--- config.mk ---
export PLATFORM = sky130hd
export DESIGN_NAME = riscv_test_monitor_flat
export DESIGN_NICKNAME = d
export VERILOG_FILES = /design/src/rtl/riscv_test_monitor_if.sv /design/src/rtl/riscv_test_monitor.sv /design/src/flat_wrapper.sv
export SDC_FILE = /design/constraint.sdc
export NUM_CORES = 1
export LEC_CHECK = 0
export ABC_AREA = 1
export BUFFER_PORTS_ARGS = -buffer_cell sky130_fd_sc_hd__buf_2
export CORE_MARGIN = 8
export CORE_UTILIZATION = 52
export DETAILED_ROUTE_END_ITERATION = 10
export PLACE_DENSITY = 0.77
export SKIP_LAST_GASP = 1
export SLEW_MARGIN = 20
export SYNTH_ARGS = -nofsm -noshare
export SYNTH_HDL_FRONTEND = slang
export SYNTH_SLANG_ARGS = --single-unit
export TNS_END_PERCENT = 20
--- constraint.sdc ---
create_clock -name clk -period 2.1 [get_ports clk]
set_input_delay 0.105 -clock clk [delete_from_list [all_inputs] [get_ports clk]]
set_output_delay 0.105 -clock clk [all_outputs]
set_load 0.1 [all_outputs]
--- src/rtl/riscv_test_monitor_if.sv ---
// Register-file write-port snoop bundle shared by the core side and the test monitor.
interface riscv_test_monitor_if #(
  parameter int XLEN = 32
);
  logic            rd_we;
  logic [4:0]      rd_addr;
  logic [XLEN-1:0] rd_wdata;

  modport master (output rd_we, rd_addr, rd_wdata);
  modport slave  (input  rd_we, rd_addr, rd_wdata);
endinterface

--- src/rtl/riscv_test_monitor.sv ---
// End-of-test monitor: shadows testnum/done/result registers from the regfile write port.
// Optional cycle counter enabled by macro TEST_MON_CYCLE_CNT_EN (otherwise cycle_count is 0).
//
// state | meaning
// IDLE  | waiting for start
// RUN   | test executing, watching for done write or timeout
// DRAIN | done seen, counting down before sampling result
// DONE  | verdict latched and held
module riscv_test_monitor #(
  parameter int XLEN           = 32,
  parameter int TESTNUM_REG    = 3,
  parameter int DONE_REG       = 26,
  parameter int RESULT_REG     = 27,
  parameter int PASS_VALUE     = 1,
  parameter int DRAIN_CYCLES   = 10,
  parameter int TIMEOUT_CYCLES = 100000,
  parameter int CNT_W          = 32
) (
  input  logic                 clk,
  input  logic                 rst,
  input  logic                 start,
  riscv_test_monitor_if.slave  snoop,
  output logic                 busy,
  output logic                 done,
  output logic                 pass,
  output logic                 fail,
  output logic                 timeout,
  output logic [XLEN-1:0]      fail_testnum,
  output logic [CNT_W-1:0]     cycle_count
);

  localparam logic [4:0]      TESTNUM_IDX = 5'(TESTNUM_REG);
  localparam logic [4:0]      DONE_IDX    = 5'(DONE_REG);
  localparam logic [4:0]      RESULT_IDX  = 5'(RESULT_REG);
  localparam logic [XLEN-1:0] PASS_V      = XLEN'(PASS_VALUE);
  localparam logic [7:0]      DRAIN_LAST  = 8'(DRAIN_CYCLES - 1);
  localparam bit              TIMEOUT_EN  = (TIMEOUT_CYCLES != 0);
  localparam logic [31:0]     TO_LAST     = TIMEOUT_EN ? 32'(TIMEOUT_CYCLES - 1) : 32'd0;

  typedef enum logic [1:0] {IDLE, RUN, DRAIN, DONE} state_t;

  state_t          state, state_nx;
  logic [31:0]     run_cnt, run_nx;
  logic [7:0]      drain_cnt, drain_nx;
  logic [XLEN-1:0] testnum_q, testnum_nx;
  logic [XLEN-1:0] result_q, result_nx;
  logic            busy_nx, done_nx, pass_nx, fail_nx, timeout_nx;
  logic [XLEN-1:0] ftn_nx;
  logic            snoop_en, wr_ok, done_hit;

  assign snoop_en = (state == RUN) || (state == DRAIN);
  assign wr_ok    = snoop_en && snoop.rd_we && (snoop.rd_addr != 5'd0);
  assign done_hit = wr_ok && (snoop.rd_addr == DONE_IDX) && (snoop.rd_wdata != '0);

  always_ff @(posedge clk) begin
    if (rst) begin
      state        <= IDLE;
      run_cnt      <= '0;
      drain_cnt    <= '0;
      testnum_q    <= '0;
      result_q     <= '0;
      busy         <= 1'b0;
      done         <= 1'b0;
      pass         <= 1'b0;
      fail         <= 1'b0;
      timeout      <= 1'b0;
      fail_testnum <= '0;
    end else begin
      state        <= state_nx;
      run_cnt      <= run_nx;
      drain_cnt    <= drain_nx;
      testnum_q    <= testnum_nx;
      result_q     <= result_nx;
      busy         <= busy_nx;
      done         <= done_nx;
      pass         <= pass_nx;
      fail         <= fail_nx;
      timeout      <= timeout_nx;
      fail_testnum <= ftn_nx;
    end
  end

  always_comb begin
    state_nx   = state;
    run_nx     = run_cnt;
    drain_nx   = drain_cnt;
    testnum_nx = testnum_q;
    result_nx  = result_q;
    done_nx    = done;
    pass_nx    = pass;
    fail_nx    = fail;
    timeout_nx = timeout;
    ftn_nx     = fail_testnum;

    // Verdicts below read the *_nx shadows so a write on the deciding edge still counts.
    if (wr_ok && snoop.rd_addr == TESTNUM_IDX) testnum_nx = snoop.rd_wdata;
    if (wr_ok && snoop.rd_addr == RESULT_IDX)  result_nx  = snoop.rd_wdata;

    if (start) begin
      state_nx   = RUN;
      run_nx     = '0;
      drain_nx   = '0;
      testnum_nx = '0;
      result_nx  = '0;
      done_nx    = 1'b0;
      pass_nx    = 1'b0;
      fail_nx    = 1'b0;
      timeout_nx = 1'b0;
      ftn_nx     = '0;
    end else begin
      case (state)
        RUN: begin
          if (done_hit) begin
            state_nx = DRAIN;
            drain_nx = DRAIN_LAST;
          end else if (TIMEOUT_EN && run_cnt == TO_LAST) begin
            state_nx   = DONE;
            done_nx    = 1'b1;
            timeout_nx = 1'b1;
            fail_nx    = 1'b1;
            pass_nx    = 1'b0;
            ftn_nx     = testnum_nx;
          end else if (run_cnt != '1) begin
            run_nx = run_cnt + 32'd1;
          end
        end
        DRAIN: begin
          if (drain_cnt == 8'd0) begin
            state_nx = DONE;
            done_nx  = 1'b1;
            pass_nx  = (result_nx == PASS_V);
            fail_nx  = (result_nx != PASS_V);
            ftn_nx   = (result_nx == PASS_V) ? '0 : testnum_nx;
          end else begin
            drain_nx = drain_cnt - 8'd1;
          end
        end
        default: ;
      endcase
    end

    busy_nx = (state_nx == RUN) || (state_nx == DRAIN);
  end

`ifdef TEST_MON_CYCLE_CNT_EN
  logic [CNT_W-1:0] cyc_q;

  always_ff @(posedge clk) begin
    if (rst || start)
      cyc_q <= '0;
    else if (snoop_en && cyc_q != '1)
      cyc_q <= cyc_q + 1'b1;
  end

  assign cycle_count = cyc_q;
`else
  assign cycle_count = '0;
`endif

endmodule

--- src/flat_wrapper.sv ---
// flat-port wrapper written by rule: the top's interface ports become plain ports
module riscv_test_monitor_flat 
#(
  parameter int XLEN           = 32,
  parameter int TESTNUM_REG    = 3,
  parameter int DONE_REG       = 26,
  parameter int RESULT_REG     = 27,
  parameter int PASS_VALUE     = 1,
  parameter int DRAIN_CYCLES   = 10,
  parameter int TIMEOUT_CYCLES = 100000,
  parameter int CNT_W          = 32
)
  (clk, rst, start, busy, done, pass, fail, timeout, fail_testnum, cycle_count, snoop_rd_we, snoop_rd_addr, snoop_rd_wdata);
  riscv_test_monitor_if #(.XLEN(XLEN)) snoop_i ();
  input  logic clk;
  input  logic rst;
  input  logic start;
  output logic busy;
  output logic done;
  output logic pass;
  output logic fail;
  output logic timeout;
  output logic [XLEN-1:0] fail_testnum;
  output logic [CNT_W-1:0] cycle_count;
  input wire logic [$bits(snoop_i.rd_we)-1:0] snoop_rd_we;
  input wire logic [$bits(snoop_i.rd_addr)-1:0] snoop_rd_addr;
  input wire logic [$bits(snoop_i.rd_wdata)-1:0] snoop_rd_wdata;
  assign snoop_i.rd_we = snoop_rd_we;
  assign snoop_i.rd_addr = snoop_rd_addr;
  assign snoop_i.rd_wdata = snoop_rd_wdata;
  riscv_test_monitor #(.XLEN(XLEN), .TESTNUM_REG(TESTNUM_REG), .DONE_REG(DONE_REG), .RESULT_REG(RESULT_REG), .PASS_VALUE(PASS_VALUE), .DRAIN_CYCLES(DRAIN_CYCLES), .TIMEOUT_CYCLES(TIMEOUT_CYCLES), .CNT_W(CNT_W)) u_core (.clk(clk), .rst(rst), .start(start), .snoop(snoop_i), .busy(busy), .done(done), .pass(pass), .fail(fail), .timeout(timeout), .fail_testnum(fail_testnum), .cycle_count(cycle_count));
endmodule
Word-level counts from Yosys, hierarchy flattened
Cells that the tools add are included.

word-level totals
  register bits after elaboration = 143
  bits of input ports = 41
  output and inout bits = 69
  word-level logic and storage cells = 73

operators by class
  $add $sub $neg = 2
  equal/unequal tests = 16
  muxes and demuxes = 25
  bitwise gates (word level) = 2
  reduce and logical (&&, ||, !) cells = 17

operators with widths
  cell                   count
  $mux 32                6
  $pmux 32 s2            1
  $add 32x1->32 const B  1
  $eq 32x1->1 const B    1
  $eq 32x17->1 const B   1
  $ne 32x1->1 const B    1
  $ne 32x32->1 const B   1
  $reduce_bool 32->1     1
  $mux 8                 2
  $pmux 8 s2             1
  $eq 5x5->1 const B     2
  $logic_not 8->1        1
  $mux 2                 4
  $ne 2x2->1 const B     4
  $reduce_and 4->1       2
  $sub 8x1->8 const B    1
  $mux 1                 7
  $logic_and 1x1->1      6
  $pmux 1 s2             3
  $reduce_and 3->1       2
  $eq 5x2->1 const B     1
  $reduce_bool 5->1      1
  $eq 2x1->1 const B     2
  $eq 2x2->1 const B     2
  other kinds (6)        8

Logic depth before layout (Yosys ltp)
Gate-level depths: netlist (run 1).

  word-level depth = 11
  depth in mapped cells = 18
  depth with buffers taken out = 16

Least setup slack after synthesis (run 1)
No wires, ideal clock.

  kind = register to register
  start point = register u_core.state[0]
  end point = register u_core.fail_testnum[10]
  setup time = 0.121 ns
  arrival = 2.027 ns
  data required time = 1.979 ns
  setup slack = -0.049 ns
  stages on the path, launching flop included = 17
  path buffers = 2
  clock period less this slack = 2.149 ns
  path through = dfxtp_1 > inv_1 > ha_1 > inv_2 > nand2_2 > nor2_8 > nand2_4 > buf_6 > nand2_1 > nand3_1 > nor2_1 > nand2_1 > nor2_1 > nand3_1 > nand2_2 > buf_4 > o21ai_1

on the way
  word-level cells in the longest chain between the ends = 10
  elaborated cells between the ends (all ways) = 22
  those cells by class = eq/ne: 6; mux: 7; reduce/logical: 9

RTL lines
  element                                          RTL line                                             source
  start: declaration                               riscv_test_monitor.sv:42                             state_t state, state_nx;
  start signal: assignment                         riscv_test_monitor.sv:69                             state <= state_nx;
  $eq 2x1->1 / $eq 2x2->1 (equally long branches)  riscv_test_monitor.sv:51, riscv_test_monitor.sv:111
  $logic_or 1x1->1                                 riscv_test_monitor.sv:51                             assign snoop_en = (state == RUN) || (state == DRAIN);
  $logic_and 1x1->1 (2 in series)                  riscv_test_monitor.sv:52                             assign wr_ok = snoop_en && snoop.rd_we && (snoop.rd_addr != 5'd0);
  $logic_and 1x1->1                                riscv_test_monitor.sv:97                             if (wr_ok && snoop.rd_addr == RESULT_IDX) result_nx = snoop.rd_wdata;
  $mux 32                                          riscv_test_monitor.sv:97
  $eq 32x1->1                                      riscv_test_monitor.sv:133                            ftn_nx = (result_nx == PASS_V) ? '0 : testnum_nx;
  $mux 32                                          riscv_test_monitor.sv:133
  $mux 32                                          riscv_test_monitor.sv:128                            if (drain_cnt == 8'd0) begin
  $pmux 32 s2                                      riscv_test_monitor.sv:111                            case (state)
  end signal: assignment                           riscv_test_monitor.sv:79                             fail_testnum <= ftn_nx;
  end: declaration                                 riscv_test_monitor.sv:28                             output logic [XLEN-1:0] fail_testnum,

Several ways; a longest one is shown, not always the timed one. The select of a mux whose other input is x is not followed.
A chain may end at the register's enable or synchronous reset.

Final worst setup path (run 1)
  start point = register u_core.state[0]
  end point = register u_core.fail_testnum[1]

The elaborated chain is that of the path after synthesis.

==> results of run 1 <==
## logic make-up (layout without fill, tap and decap cells)
| family | after synthesis | count (layout) |
|---|---|---|
| other | 1 | 33 |
| adder cells (fa/ha/maj) | 4 | 4 |
| AO/OA/AOI/OAI | 125 | 125 |
| buffers and inverters | 208 | 312 |
| AND/OR/NAND/NOR | 542 | 543 |
| flip-flops | 143 | 143 |
| XOR/XNOR | 24 | 24 |
## registers in the layout, indices dropped and copies added (netlist names)
register and count:
u_core.busy 1, u_core.done 1, u_core.drain_cnt 8, u_core.fail 1, u_core.fail_testnum 32, u_core.pass 1
u_core.result_q 32, u_core.run_cnt 32, u_core.state 2, u_core.testnum_q 32, u_core.timeout 1
## worst paths after layout
kind / end / startpoint / slack (ps) / cells past startpoint
max: u_core.fail_testnum[1] / u_core.state[0] / -190 / 16
min: u_core.result_q[19] / snoop_rd_wdata[19] / 20 / 3
max reg2reg: u_core.fail_testnum[1] / u_core.state[0] / -190 / 16
min reg2reg: u_core.done / u_core.done / 460 / 2
## per-stage QoR
| stage | total power [W] | worst slack [ps] | instance area, um^2 | hold slack (ps) | setup TNS [ps] |
|---|---|---|---|---|---|
| floorplan | 0.00342 | 25.6 | 7210 | 177 | 0 |
| global placement | 0.00357 | -159 | 7820 | 363 | -4500 |
| detailed placement | 0.00357 | -191 | 7820 | 363 | -5510 |
| CTS | 0.00674 | -147 | 8680 | 2.25 | -3180 |
| global route | 0.00694 | -278 | 8810 | 19.1 | -13000 |
| finish | 0.00674 | -186 | 8810 | 18.5 | -5390 |
## worst max-delay path, delay by kind of cell (launching register included)
kind	cells	cell delay, ps
simple gates	9	910
buf+inv	5	570
flops	1	330
fa+ha+maj	1	280
compound gates	1	90
## final cells by class
cell class | count | area share (%)
diodes | 1 | 0.0284
clock buffers | 17 | 4.83
clock inverters | 15 | 2.17
inverters | 132 | 5.65
multi-input cells | 728 | 39.7
flip-flops and latches | 143 | 32.5
well taps | 176 | 2.50
repair buffers | 148 | 12.7
## per-layer routing
metal | track usage [%] | wire [um] | vias up
met5 | 0 | 0 | -
met3 | 5.83 | 1240 | 49
met2 | 39.6 | 10000 | 243
met4 | 8.71 | 504 | 0
li1 | - | - | 3504
met1 | 24.8 | 8170 | 3189
## timing repair
item,in CTS,in global routing
hold buffers,3,0
buffers inserted,6,2
endpoints found under the setup margin,73,75
endpoints found under the hold margin,5,0
gates resized for setup,22,28
cloned,4,2
pin swaps,10,12
## layout by cell type, fill, tap and decap left out, types with 3 or more instances in the layout
cell type	n
conb_1	32
nor3_1	24
nor2_1	115
clkbuf_16	19
dlygate4sd3_1	3
inv_1	126
nor2_2	9
buf_12	8
buf_6	4
nand2_2	9
xor2_1	22
nand4_1	21
o21ai_2	10
buf_4	52
o21ai_1	33
nand3_2	7
inv_2	5
nand2_1	254
ha_1	3
nand2_4	4
o21ai_0	36
a21oi_1	43
inv_8	7
nand3_1	87
buf_2	77
dfxtp_1	141
## synthesized netlist by cell type
master      n  area (um^2)
a21boi_0    1         7.51
a21oi_1    43          215
and2_1      1         6.26
and3_1      2         12.5
buf_2      11         55.1
buf_4      37          278
buf_6       8         90.1
clkbuf_1   20         75.1
conb_1      1         3.75
dfxtp_1   143         2860
ha_1        4         50.1
inv_1     127          477
inv_2       5         18.8
nand2_1   262          983
nand2_2     4         25.0
nand2_4     1         11.3
nand3_1    92          460
nand3_2     2         20.0
nand3b_1    1         7.51
nand4_1    21          131
nor2_1    125          469
nor2_2      1         6.26
nor2_8      1         20.0
nor3_1     24          120
nor3_2      1         10.0
nor3b_1     1         7.51
nor4_1      2         12.5
nor4_2      1         12.5
o21a_1      2         15.0
o21ai_0    36          180
o21ai_1    42          210
o21ai_2     1         8.76
xnor2_1     2         17.5
xor2_1     22          193
## power breakdown
group          leakage [nW]  switching (W)  internal [W]
clock network         0.308        0.00134       0.00182
logic                  2.59       0.000640      0.000206
registers              1.15     0.00000985       0.00273
total                  4.05        0.00199       0.00475
==> reports/results.txt, run 1 <==
vias per cell -> 5.14
Non-Filler Instances -> 1,360
CTS tree -> yes
Unique masters post-synth -> 34
full die area -> 0.0176 mm^2
crit path DAT -> 2600 ps
crit path time final -> 2290 ps
Req. time, crit path -> 2420 ps
CTS Buf Count -> 17
Final WS setup -> -186 ps
placed insts -> 1,312
Peak Freq -> 438 MHz
clock sink count -> 143
period utilization -> 109%
Max stage delay on crit path -> 330 ps
average size of a mapped cell -> 6.76 um^2
post-route ant nets -> 0
P&R area growth vs syn -> 24.6%
area share of fa/ha/maj cells after synthesis -> 0.708%
gr usage total -> 22.3%
1st-iter DRT viols -> 627
number of global-route vias before repair -> 6,694
critical path cell sequence -> inv_2 > ha_4 > inv_4 > nand2_4 > nor2_8 > buf_4 > clkbuf_16 > nand3_2 > nand2_1 > nor2_2 > nand3_1 > nor2_2 > nand3_2 > nand2_4 > buf_12 > o21ai_0
row cnt -> 42
sequential-to-total area share from yosys stat -> 40.5%
H-tree levels -> 4
Leakage -> 4.05 nW
global-route wire length before repair -> 32,200 um
root buf cell -> clkbuf_16
FF/Latch Area -> 0.00287 mm^2
Startpoint Class -> flip-flop
dpl hpwl -> 13,600 um
Min-Delay Path Class -> input port to flip-flop
nets@finish -> 1,215
Slew Viols, Final -> 0
Clock Latency Late Sink -> 430 ps
cells after synthesis -> 1,047
die height -> 133 um
Relative slew margins -> 65.6%
Synth Area in Simple Gates -> 32.7%
initial antenna violation count -> 1
footprint of the multi-input gates -> 0.00349 mm^2
XOR/XNOR share of the synthesized area -> 2.97%
final WL -> 19,900 um
Fin. Hold Viols -> 0
Worst Max-Slew Pin Slew -> 516 ps
IO Port Bufs -> 77
skew final -> 12.4 ps
crit end category -> flip-flop
Synth warnings -> 0
core area -> 0.0132 mm^2
largest net degree at the start of global routing -> 80
total global routing overflow -> 0
synthesis-stage register bit count -> 143
DR WL/cell -> 14.7 um
worst vdd ir -> 0.623 mV
via count -> 6,985
failing checks -> setup timing
initial core utilization -> 53.4%
RSZ-0062 raised after global routing -> yes
main combinational cell family by area after synthesis -> simple AND/OR/NAND/NOR gates
Compound-Gate Fraction of Synth Area -> 9.00%
mapped cell area -> 0.00707 mm^2
RD Place Congestion -> 0.924
critical path peak fanout -> 13
CTS max path bufs -> 2
IO Pins -> 110
Power Density -> 765 mW/mm^2
status -> finished with violations
Initial DRT Pass Iterations -> 5
drt drc -> 0
critical path class -> flip-flop to flip-flop
share of layout cells above drive strength 1 -> 19.5%
Layout fillers -> 1,112
mux contribution to synthesized area -> 0%
setup violators final -> 44
max-cap violations -> 0
Final Util -> 66.6%
Max stage delay cell, worst path -> dfxtp_2
clock transition at the registers of the reported paths -> 70 ps
Die W -> 133 um
Note: power is estimated with default switching activity, not from simulation.
==> run 2, diff against run 1 <==
Settings changed: CORE_UTILIZATION 52 to 55, PLACE_DENSITY 0.77 to 0.78, SKIP_CTS_REPAIR_TIMING set to 1.
Clock period 2.1 ns to 2.25 ns, I/O delays scaled along.
==> reports/results.txt, run 2 (synthesis results as in run 1) <==
critical path class -> flip-flop to flip-flop
failing checks -> setup timing
Power Density -> 730 mW/mm^2 (-4.5%)
Fin. Hold Viols -> 0 (unchanged)
most common cell after layout, fill and taps aside -> nand2_1
Min Hold Slack -> 10.3 ps (-8.18 ps)
gr usage total -> 22.4% (+0.15 points)
reg2reg start -> u_core.state[0]
hold path depth -> 3 (unchanged)
dpl hpwl -> 13,000 um (-4.7%)
Req. time, crit path -> 2560 ps (+140 ps)
H-tree levels -> 4 (unchanged)
most frequent cells in the layout -> 253 x nand2_1, 141 x dfxtp_1, 126 x inv_1, 120 x nor2_1, 90 x nand3_1
crit path time final -> 2370 ps (+89.0 ps)
RD Place Congestion -> 0.921 (-0.25%)
P&R area growth vs syn -> 22.6%
IO Pins -> 110 (unchanged)
max-cap violations -> 0 (unchanged)
CTS max path bufs -> 2 (unchanged)
root buf cell -> clkbuf_16
FF-to-FF path depth -> 16 (unchanged)
number of global-route vias before repair -> 6,323 (-5.5%)
drt drc -> 0 (unchanged)
total global routing overflow -> 0 (unchanged)
critical path peak fanout -> 7 (-6)
Startpoint Class -> flip-flop
Max stage delay on crit path -> 330 ps (about the same)
Buf/Inv on CP -> 4 (-1)
Worst Max-Slew Pin Slew -> 736 ps (+220 ps)
period utilization -> 106% (-3.3 points)
Final WS setup -> -125 ps (+61.0 ps)
Peak Freq -> 421 MHz (-3.7%)
share of layout cells above drive strength 1 -> 17.0% (-2.5 points)
IO Port Bufs -> 77 (unchanged)
clock transition at the registers of the reported paths -> 60 ps (about the same)
via count -> 6,973 (-0.17%)
Non-Filler Instances -> 1,326 (-2.5%)
CTS tree -> yes
Min-Delay Path Class -> input port to flip-flop
full die area -> 0.0167 mm^2 (-4.8%)
critical path cell sequence -> inv_2 > ha_4 > inv_4 > nand2_4 > nor2_8 > nand2_8 > buf_12 > nand2_1 > o21ai_1 > nor2_1 > nand2_1 > nor2_2 > nand3_2 > nand2_8 > buf_12 > o21ai_0
final instance area -> 0.00867 mm^2 (-1.6%)
Initial DRT Pass Iterations -> 6 (+1)
Leakage -> 3.95 nW (-2.3%)
nets@finish -> 1,189 (-2.1%)
setup violators final -> 34 (-23%)
initial antenna violation count -> 1 (unchanged)
Slew Viols, Final -> 0 (unchanged)
worst vdd ir -> 0.649 mV (+4.3%)
CTS Buf Count -> 17 (unchanged)
largest net degree at the start of global routing -> 79 (-1.3%)
Clock Latency Late Sink -> 430 ps (about the same)
RR Endpoint -> u_core.fail_testnum[0]
Layout fillers -> 1,034 (-7.0%)
Top Family by Delay on Critical Path -> simple AND/OR/NAND/NOR gates
initial core utilization -> 56.3% (+2.9 points)
Worst Setup SP -> u_core.state[0]
status -> finished with violations
skew final -> 8.29 ps (-4.11 ps)
post-route ant nets -> 0 (unchanged)
row cnt -> 41 (-2.4%)
Max stage delay cell, worst path -> dfxtp_2
clock sink count -> 143 (unchanged)
Hold Path End -> u_core.result_q[20]
die height -> 129 um (-2.4%)
placed insts -> 1,283 (-2.2%)
1st-iter DRT viols -> 616 (-1.8%)
Die W -> 129 um (-2.4%)
crit end category -> flip-flop
Relative slew margins -> 50.8% (-15 points)
crit path DAT -> 2690 ps (+90 ps)
DR WL/cell -> 15.1 um (+2.9%)
final WL -> 20,000 um (+0.31%)
core area -> 0.0126 mm^2 (-5.1%)
# diodes -> 0 (-1)
hold path startpoint -> snoop_rd_wdata[20]
r2r setup slk -> -120 ps (+60 ps)
RSZ-0062 raised after global routing -> yes
vias per cell -> 5.26 (+2.4%)
global-route wire length before repair -> 29,900 um (-7.1%)
placed cell areas -> 0.00766 mm^2 (-2.0%)
## run 2: layout make-up
class	count	area (um^2)	area share, %
clock buffers	17	425	4.90
multi-input cells	727	3460	39.9
well taps	172	215	2.48
flip-flops and latches	143	2870	33.0
repair buffers	123	1020	11.8
clock inverters	12	186	2.15
inverters	132	498	5.74
## run 2: power breakdown
| part | total (W) | internal, W | switching (W) | leakage (nW) |
|---|---|---|---|---|
| sequential | 0.00256 | 0.00255 | 0.00000970 | 1.15 |
| combinational | 0.000812 | 0.000210 | 0.000603 | 2.50 |
| clock | 0.00296 | 0.00185 | 0.00111 | 0.300 |
## run 2: worst min-delay path, delay by kind of cell
family,cells,cell delay [ps]
and+or+nand+nor,1,100
AOI/OAI and AO/OA,1,70
buffers and inverters,1,110
## run 2: worst max-delay path by stage
stage / endpoint / slack [ps] / cells past startpoint
finish: u_core.fail_testnum[0] / -120 / 16
global route: u_core.fail_testnum[0] / -200 / 16
CTS: u_core.fail_testnum[0] / -50 / 16
detailed placement: u_core.fail_testnum[18] / -20 / 16
global placement: u_core.fail_testnum[0] / -9 / 16
floorplan: u_core.fail_testnum[10] / 100 / 16
## run 2: per-layer routing
metal	track usage (%)	wire length, um	share of wire [%]	up-vias
li1	-	-	-	3446
met1	25.1	7700	38	3201
met2	38.9	10200	51	261
met3	6.16	1360	6.8	63
met4	10.0	712	3.6	2
met5	0	11	0.055	-
## run 2: per-stage QoR
step                setup TNS [ps]  setup WS [ps]  power (W)  util (%)
finish                       -3200           -125    0.00633      69.0
CTS                           -547          -48.8    0.00626      65.9
floorplan                        0            101    0.00319         -
global placement             -9.00          -9.00    0.00333      61.0
detailed placement           -46.3          -15.6    0.00333      61.0
global route                 -6150           -199    0.00653      69.0
==> run 3, diff against run 2 <==
Settings changed: BUFFER_PORTS_ARGS -buffer_cell sky130_fd_sc_hd__buf_2 to not set, DONT_BUFFER_PORTS set to 1, PLACE_DENSITY 0.78 to 0.7.
==> reports/results.txt, run 3 (synthesis results as in run 1) <==
reg2reg start -> u_core.state[0]
share of layout cells above drive strength 1 -> 13.5% (-3.5 points)
RD Place Congestion -> 0.894 (-3.0%)
1st-iter DRT viols -> 603 (-2.1%)
# diodes -> 0 (unchanged)
initial core utilization -> 56.3% (unchanged)
Peak Freq -> 433 MHz (+2.8%)
IO Pins -> 110 (unchanged)
root buf cell -> clkbuf_16
Startpoint Class -> flip-flop
hold path depth -> 4 (+1)
Leakage -> 3.81 nW (-3.6%)
via count -> 6,653 (-4.6%)
Die W -> 129 um (unchanged)
vias per cell -> 5.10 (-3.0%)
row cnt -> 41 (unchanged)
Final WS setup -> -59.7 ps (+65.1 ps)
H-tree levels -> 4 (unchanged)
gr usage total -> 22.5% (+0.042 points)
dpl hpwl -> 13,500 um (+4.1%)
Hold Path End -> u_core.result_q[26]
Initial DRT Pass Iterations -> 6 (unchanged)
setup violators final -> 34 (unchanged)
failing checks -> setup timing
IO Port Bufs -> 0 (-100%)
Slew Viols, Final -> 0 (unchanged)
drt drc -> 0 (unchanged)
Fin. Hold Viols -> 0 (unchanged)
P&R area growth vs syn -> 21.3%
crit end category -> flip-flop
max-cap violations -> 0 (unchanged)
critical path class -> flip-flop to flip-flop
period utilization -> 103% (-2.9 points)
crit path time final -> 2310 ps (-65.1 ps)
initial antenna violation count -> 0 (-1)
worst vdd ir -> 0.560 mV (-14%)
largest net degree at the start of global routing -> 79 (unchanged)
RR Endpoint -> u_core.fail_testnum[31]
skew final -> 10.3 ps (+1.98 ps)
CTS max path bufs -> 2 (unchanged)
Power Density -> 698 mW/mm^2 (-4.4%)
Clock Latency Late Sink -> 420 ps (about the same)
full die area -> 0.0167 mm^2 (unchanged)
CTS Buf Count -> 17 (unchanged)
CTS tree -> yes
number of global-route vias before repair -> 5,910 (-6.5%)
most common cell after layout, fill and taps aside -> nand2_1
total global routing overflow -> 0 (unchanged)
DR WL/cell -> 15.0 um (-0.76%)
critical path peak fanout -> 8 (+1)
clock sink count -> 143 (unchanged)
post-route ant nets -> 0 (unchanged)
crit path DAT -> 2620 ps (-70 ps)
hold path startpoint -> snoop_rd_wdata[26]
Min-Delay Path Class -> input port to flip-flop
die height -> 129 um (unchanged)
Layout fillers -> 1,085 (+4.9%)
most frequent cells in the layout -> 258 x nand2_1, 141 x dfxtp_1, 126 x inv_1, 121 x nor2_1, 91 x nand3_1
status -> finished with violations
final WL -> 19,500 um (-2.4%)
Req. time, crit path -> 2560 ps (about the same)
Min Hold Slack -> 4.41 ps (-5.92 ps)
nets@finish -> 1,164 (-2.1%)
FF-to-FF path depth -> 16 (unchanged)
dpl ws -> -62.4 ps (-46.8 ps)
clock transition at the registers of the reported paths -> 60 ps (about the same)
r2r setup slk -> -60 ps (+70 ps)
core area -> 0.0126 mm^2 (unchanged)
RSZ-0062 raised after global routing -> yes
global-route wire length before repair -> 29,600 um (-1.0%)
-- run 3: cell count changes in the layout (fill, tap and decap cells not counted), sizes merged --
cell / delta
buf: -35
clkinv: +2
dlygate4sd3: +11
inv: +3
clkinvlp: +1
bufinv: -4
-- run 3: area by class of cell --
class / count / area (um^2) / share of cell area [%]
flip-flops and latches: 143 / 2870 / 33.4
clock buffers: 18 / 439 / 5.12
well taps: 172 / 215 / 2.51
clock inverters: 14 / 124 / 1.44
repair buffers: 98 / 1020 / 11.8
inverters: 132 / 500 / 5.83
multi-input cells: 727 / 3420 / 39.8
-- run 3: through the flow --
stage	power [W]	instances	instance area [um^2]	setup TNS [ps]	utilization [%]
floorplan	0.00319	1078	7190	0	-
global placement	0.00331	1249	7590	0	60.4
detailed placement	0.00331	1249	7590	-801	60.4
CTS	0.00594	1281	8150	-1570	64.9
global route	0.00617	1304	8580	-7060	68.3
finish	0.00599	1304	8580	-1080	68.3
-- run 3: critical path, cell delays in order, from the launching register on --
cell and delay (ps):
dfxtp_2 340, inv_2 50, ha_4 240, inv_4 60, nand2_4 60, nor2_8 180, nand2_8 110, buf_6 160
nand2_1 70, nand2_1 50, nor2_1 120, nand3_1 100, nor2_2 130, nand3_2 90, nand2_4 170, clkbuf_16 180
o21ai_1 60
-- run 3: report_power, final --
part           total [W]  internal [W]  switching, W
Sequential       0.00256       0.00255    0.00000952
Combinational   0.000778      0.000195      0.000583
Clock            0.00265       0.00148       0.00118
-- run 3: worst max-delay path by stage --
stage                     slack [ps]       startpoint                 endpoint
after floorplan                  100  u_core.state[0]  u_core.fail_testnum[10]
after global placement             1  u_core.state[0]   u_core.fail_testnum[1]
after detailed placement         -60  u_core.state[0]   u_core.fail_testnum[2]
after CTS                        -80  u_core.state[0]   u_core.fail_testnum[2]
after global routing            -210  u_core.state[0]  u_core.fail_testnum[26]
final                            -60  u_core.state[0]  u_core.fail_testnum[31]
-- run 3: metal layers --
| layer | GRT usage [%] | part of all wire (%) | up-vias |
|---|---|---|---|
| li1 | - | - | 3396 |
| met1 | 25.9 | 40 | 3000 |
| met2 | 38.4 | 50 | 226 |
| met3 | 7.23 | 8.1 | 31 |
| met4 | 7.67 | 2.2 | 0 |
| met5 | 0 | 0 | - |
